==> src/rtl/sram_arbiter.sv <==
// sram_arbiter: two-master (fetch/load-store) arbiter onto one SRAM-like bus, one outstanding transaction.
// Ports: clk, resetn (sync, active-low);
//   inst_req/inst_addr -> inst_addr_ok/inst_data_ok/inst_rdata (fetch, read only);
//   data_req/data_wr/data_wstrb/data_addr/data_wdata -> data_addr_ok/data_data_ok/data_rdata;
//   bus_req/bus_wr/bus_wstrb/bus_addr/bus_wdata out, bus_addr_ok/bus_data_ok/bus_rdata in.
// Build option: define SRAM_ARB_ROUND_ROBIN_EN for round-robin arbitration (default: data has fixed priority).
module sram_arbiter (
  input  logic        clk,
  input  logic        resetn,
  input  logic        inst_req,
  input  logic [31:0] inst_addr,
  output logic        inst_addr_ok,
  output logic        inst_data_ok,
  output logic [31:0] inst_rdata,
  input  logic        data_req,
  input  logic        data_wr,
  input  logic [3:0]  data_wstrb,
  input  logic [31:0] data_addr,
  input  logic [31:0] data_wdata,
  output logic        data_addr_ok,
  output logic        data_data_ok,
  output logic [31:0] data_rdata,
  output logic        bus_req,
  output logic        bus_wr,
  output logic [3:0]  bus_wstrb,
  output logic [31:0] bus_addr,
  output logic [31:0] bus_wdata,
  input  logic        bus_addr_ok,
  input  logic        bus_data_ok,
  input  logic [31:0] bus_rdata
);
  typedef enum logic [1:0] {IDLE, REQ, WAIT} state_t;
  state_t state, state_nxt;
  logic owner;
  logic pick_data;
  logic grant;
  logic done;
`ifdef SRAM_ARB_ROUND_ROBIN_EN
  logic last_grant;
  always_ff @(posedge clk)
    if (!resetn) last_grant <= 1'b0;
    else if (grant) last_grant <= pick_data;
  // on a collision the requester that did not win last time gets the grant
  assign pick_data = data_req & (!inst_req | !last_grant);
`else
  assign pick_data = data_req;
`endif
  // outputs are gated by resetn so nothing is acknowledged while reset is asserted
  assign grant = resetn & (state == IDLE) & (inst_req | data_req);
  assign done  = resetn & (state == WAIT) & bus_data_ok;
  always_comb begin
    state_nxt    = IDLE;
    inst_addr_ok = 1'b0;
    data_addr_ok = 1'b0;
    state_nxt    = state == IDLE ? (grant ? REQ : IDLE) :
                   state == REQ  ? (bus_addr_ok ? WAIT : REQ) :
                   state == WAIT ? (bus_data_ok ? IDLE : WAIT) : IDLE;
    inst_addr_ok = grant & !pick_data;
    data_addr_ok = grant & pick_data;
    bus_req      = resetn & (state == REQ);
    inst_data_ok = done & !owner;
    data_data_ok = done & owner;
    inst_rdata   = inst_data_ok ? bus_rdata : 32'h0;
    data_rdata   = data_data_ok ? bus_rdata : 32'h0;
  end
  always_ff @(posedge clk)
    if (!resetn) begin
      state     <= IDLE;
      owner     <= 1'b0;
      bus_wr    <= 1'b0;
      bus_wstrb <= 4'h0;
      bus_addr  <= 32'h0;
      bus_wdata <= 32'h0;
    end else begin
      state <= state_nxt;
      if (grant) begin
        owner     <= pick_data;
        bus_wr    <= pick_data & data_wr;
        bus_wstrb <= pick_data ? data_wstrb : 4'h0;
        bus_addr  <= pick_data ? data_addr : inst_addr;
        bus_wdata <= pick_data ? data_wdata : 32'h0;
      end
    end
endmodule

==> config.mk <==
export PLATFORM = sky130hd
export DESIGN_NAME = sram_arbiter
export DESIGN_NICKNAME = d
export VERILOG_FILES = /design/src/rtl/sram_arbiter.sv
export SDC_FILE = /design/constraint.sdc
export NUM_CORES = 1
export LEC_CHECK = 0
export ABC_AREA = 1
export CAP_MARGIN = 20
export CORE_ASPECT_RATIO = 2
export CORE_MARGIN = 2
export CORE_UTILIZATION = 32
export DETAILED_ROUTE_END_ITERATION = 16
export PLACE_DENSITY_LB_ADDON = 0.08
export SLEW_MARGIN = 10
export SYNTH_ARGS = -nofsm -noshare
export SYNTH_HDL_FRONTEND = slang
export SYNTH_SLANG_ARGS = --single-unit
==> constraint.sdc <==
create_clock -name clk -period 1.3 [get_ports clk]
set_input_delay 0.13 -clock clk [delete_from_list [all_inputs] [get_ports clk]]
set_output_delay 0.13 -clock clk [all_outputs]
set_load 0.01 [all_outputs]
# Yosys cells after proc, flatten, opt, wreduce, memory -nomap -nowiden
# Index checks and enable logic that the tools add are counted.
[classes]
eq_ne = 2
muxes = 11
bitwise_logic = 11
n_reduce_logical = 3
[ops]
columns = ["op", "n"]
rows = [
  ["$mux W32", 4],
  ["$and A1 B1 Y1", 10],
  ["$mux W2", 5],
  ["$mux W4", 1],
  ["$eq A2 B1 Y1 const B", 1],
  ["$eq A2 B2 Y1 const B", 1],
  ["$logic_not A1 Y1", 2],
  ["$logic_not A2 Y1", 1],
  ["$mux W1", 1],
  ["$or A1 B1 Y1", 1],
]
[word_totals]
reg_bits = 72
input_bits = 139
output_inout_bits = 138
wordCells = 33

# Depth between registers and ports, before layout
[logic_depth]
depth_word = 5
ltp_mapped = 8
ltp_nobuf = 6

# Worst setup path before layout
# No wires, ideal clock.
[synth_timing]
path_type = "reg2out"
start = "reg state[1]"
end = "out data_rdata[22]"
arrival_ps = 1155
required_time_ps = 1170
path_slack_ps = 15
path_stages_with_launch = 6
path_buffers = 1
cell_sequence = "dfxtp_1 -> inv_2 -> nor2_1 -> nand4_1 -> clkbuf_1 -> nor2_1"
[synth_between]
elab_chain_cells = 5
[synth_rtl]
columns = ["item", "line_no", "source"]
rows = [
  ["start: declaration", "33", "state_t state, state_nxt;"],
  ["start signal: assignment", "75", "state <= state_nxt;"],
  ["$eq A2 B2 Y1", "50", "assign done = resetn & (state == WAIT) & bus_data_ok;"],
  ["$and A1 B1 Y1 (2 in a row)", "50", ""],
  ["$and A1 B1 Y1", "62", "data_data_ok = done & owner;"],
  ["$mux W32", "64", "data_rdata = data_data_ok ? bus_rdata : 32'h0;"],
  ["end: declaration", "22", "output logic [31:0] data_rdata,"],
]
# No other way between the ends.

# Worst setup path in the final report
[layout_timing]
start = "reg state[1]"
end = "out inst_rdata[16]"
[layout_between]
elab_chain_cells = 5
[layout_rtl]
columns = ["item", "line_no", "source"]
rows = [
  ["$eq A2 B2 Y1", "50", ""],
  ["$and A1 B1 Y1 (2 in a row)", "50", ""],
  ["$and A1 B1 Y1", "61", "inst_data_ok = done & !owner;"],
  ["$mux W32", "63", "inst_rdata = inst_data_ok ? bus_rdata : 32'h0;"],
  ["end: declaration", "14", "output logic [31:0] inst_rdata,"],
]
# No other way between the ends.

==> flow_summary_export.csv <==
group,metric,value,unit
outcome,status,"finished with violations",
outcome,violations,"negative setup slack",
clock_tree,cts_buffers,9,
logic_synthesis,post_synth_instance_area,0.003864,mm²
die,core-area,0.01177,mm²
routing,detail_route.first_pass.iterations,4,
clock_tree,insertion_delay,330,ps
routing,remaining_drc_errors,0,
logic_synthesis,syn-mean-instance-area,5.682,µm²
timing,final_critical_path_setup_slack,-361.9,ps
logic_synthesis,postSynthNetCount,819,
power_and_ir_drop,pwr_density_cell,953.4,mW/mm²
timing,worst_pin_slew,507.9,ps
global_routing,grt_overflow_total,0,
logic_synthesis,yosys_warnings,0,
critical_path,critical_path_required,1170,ps
logic_synthesis,yosysSeqAreaShare,37.31,%
layout,multi_input_gate_area_in_the_final_layout,0.002263,mm²
timing,final_min_period_over_clock_period,127.8,%
clock_tree,cts_root_buffer,"clkbuf_16",
logic_synthesis,synth-seq-cells,72,
logic_synthesis,synth_unique_cells,18,
placement,io_buffer_count,276,
routing,vias,5198,
layout,final_nets,1127,
timing,tns,-27960,ps
die,die_width,81.70,µm
layout,mostFrequentLayoutCells,"254 x nand2_1, 136 x clkdlybuf4s50_1, 108 x inv_1",
layout,layout-area-overhead-vs-synth,111.9,%
clock_tree,clk_pin_slew_worst_setup_hold_paths,60,ps
routing,detail_route.vias_per_cell,4.568,
timing,layout_min_cycle_time,1662,ps
layout,antennaDiodeCount,0,
logic_synthesis,postSynthCellCount,680,
die,floorplan.die_area,0.01302,mm²
global_routing,global_route_wire_length_before_repair,24720,µm
timing,holdWs,292.6,ps
global_routing,grt_max_degree,45,
critical_path,worstSetupStartpointType,"flip-flop",
placement,detailed_place_hpwl,12080,µm
routing,route.antenna.remaining_nets,0,
critical_path,crit_type,"flip-flop to primary output",
critical_path,endpoint_kind,"primary output",
critical_path,path_max_fanout,6,
timing,finClkSkew,5.957,ps
timing,finalHoldViolations,0,
critical_path,cp_data_arrival_time,1530,ps
layout,final.fill_count,1029,
die,start_util,32.82,%
clock_tree,ctsHtreeMaxLevel,3,
power_and_ir_drop,power.leakage,4.409,nW
power_and_ir_drop,vdd_ir_max,664.0,µV
timing,timing.max_slew.rel_slack,66.14,%
global_routing,grtUsageTotal,25.24,%
timing,final-max-slew-violation-count,0,
clock_tree,numClockSinks,72,
critical_path,cp-startpoint,"state[1]$_SDFF_PP0_",
routing,wire_per_inst,15.65,µm
timing,rsz0062_at_grt,"yes",
timing,fmaxAchievable,601.7,MHz
hold_path,min_path_type,"input port to flip-flop",
layout,most_common_library_cell_in_the_layout_ignoring_fill_and_taps,"nand2_1",
die,floorplan.io_pins,277,
clock_tree,cts_tree,"yes",
critical_path,worst_r2r_startpoint,"state[0]$_SDFF_PN0_",
layout,drive_above_1_share,24.77,%
placement,place.gp.congestion,0.7673,
die,rows,56,
global_routing,antenna_found_initial,0,
die,die_h,159.4,µm
routing,drt_iter0_drc,150,
clock_tree,clk_path_buf_depth,2,
hold_path,hp-start,"resetn",
timing,timing.final.setup_violations,139,
job,cap_viol_max_count,0,
layout,regArea,0.001444,mm²
global_routing,first_global_vias,5104,
routing,detail_route.wirelength,17810,µm
## synthesized netlist by cell type, drive strengths merged
cell type  number  share of area [%]
nand3          19                2.6
buf            22                3.3
nand3b          1               0.19
clkbuf         17                1.7
o21ai           1               0.13
inv           113                 11
nand4          20                3.2
nand2         259                 25
clkinv          1              0.097
dfxtp          72                 37
nor2          155                 15
## kinds of logic (layout without fill, tap and decap cells)
group                  after synthesis  count (layout)  share of synthesized area [%]
AND/OR/NAND/NOR                    454             454                          46.50
buffers and inverters              153             466                          16.06
flip-flops                          72              72                          37.31
AO/OA/AOI/OAI                        1               1                         0.1294
## per-stage QoR
stage | instance area [µm²] | utilization, % | power, mW | setup WS (ps) | instances
after floorplan | 3864 | - | 3.439 | 14.93 | 680
after global placement | 6825 | 57.98 | 4.539 | -604.8 | 1085
after detailed placement | 6825 | 57.98 | 4.579 | -661.8 | 1085
after CTS | 7241 | 61.51 | 7.512 | -352.6 | 1118
after global routing | 8188 | 69.56 | 8.168 | -431.1 | 1138
final | 8188 | 69.56 | 7.806 | -361.9 | 1138
## worst paths after layout
path / end / slack, ps / cells after the start
hold reg to reg: bus_wstrb[1]$_SDFFE_PN0P_ / 470 / 2
hold / removal: state[0]$_SDFF_PN0_ / 290 / 4
setup reg to reg: bus_addr[25]$_SDFFE_PN0P_ / -200 / 10
setup / recovery: inst_rdata[16] / -360 / 7
## timing repair
action,in CTS,in global routing
buffers inserted,9,7
gates resized for setup,422,150
setup endpoints to repair,150,140
pin swaps,6,16
cloned,10,14
hold endpoints to repair,0,0
hold buffers,0,0
## registers in the layout (all words and copies together), names as in the netlist
| register | count |
|---|---|
| bus_wstrb | 4 |
| bus_wr | 1 |
| owner | 1 |
| state | 2 |
| bus_wdata | 32 |
| bus_addr | 32 |
## worst max-delay path: stages (launching register included)
cell and delay, ps:
dfxtp_2 330, inv_2 50, nor2_4 110, nand4_1 130, buf_4 180, buf_12 140, nor2_1 100, buf_2 140
## final cells by class
type / count / area share, %
clock inverter: 6 / 1.421
inverter: 114 / 5.303
sequential: 72 / 17.63
timing repair buffer: 336 / 42.99
clock buffer: 10 / 2.796
multi-input combinational: 455 / 27.64
tap: 145 / 2.216
## routing by layer
| layer | vias to the layer above | track usage, % | share of wire, % | wire length [µm] |
|---|---|---|---|---|
| li1 | 2583 | - | - | - |
| met1 | 2356 | 23.48 | 33 | 5809 |
| met2 | 227 | 49.33 | 57 | 10170 |
| met3 | 32 | 5.102 | 6.9 | 1228 |
| met4 | 0 | 11.52 | 3.4 | 602 |
| met5 | - | 0 | 0 | 0 |
## report_power, final
group | total [mW] | internal, mW | switching (mW)
Sequential | 2.54 | 2.43 | 0.113
Combinational | 2.38 | 1.25 | 1.13
Clock | 2.88 | 1.89 | 0.990
(Power assumes the default switching activity.)
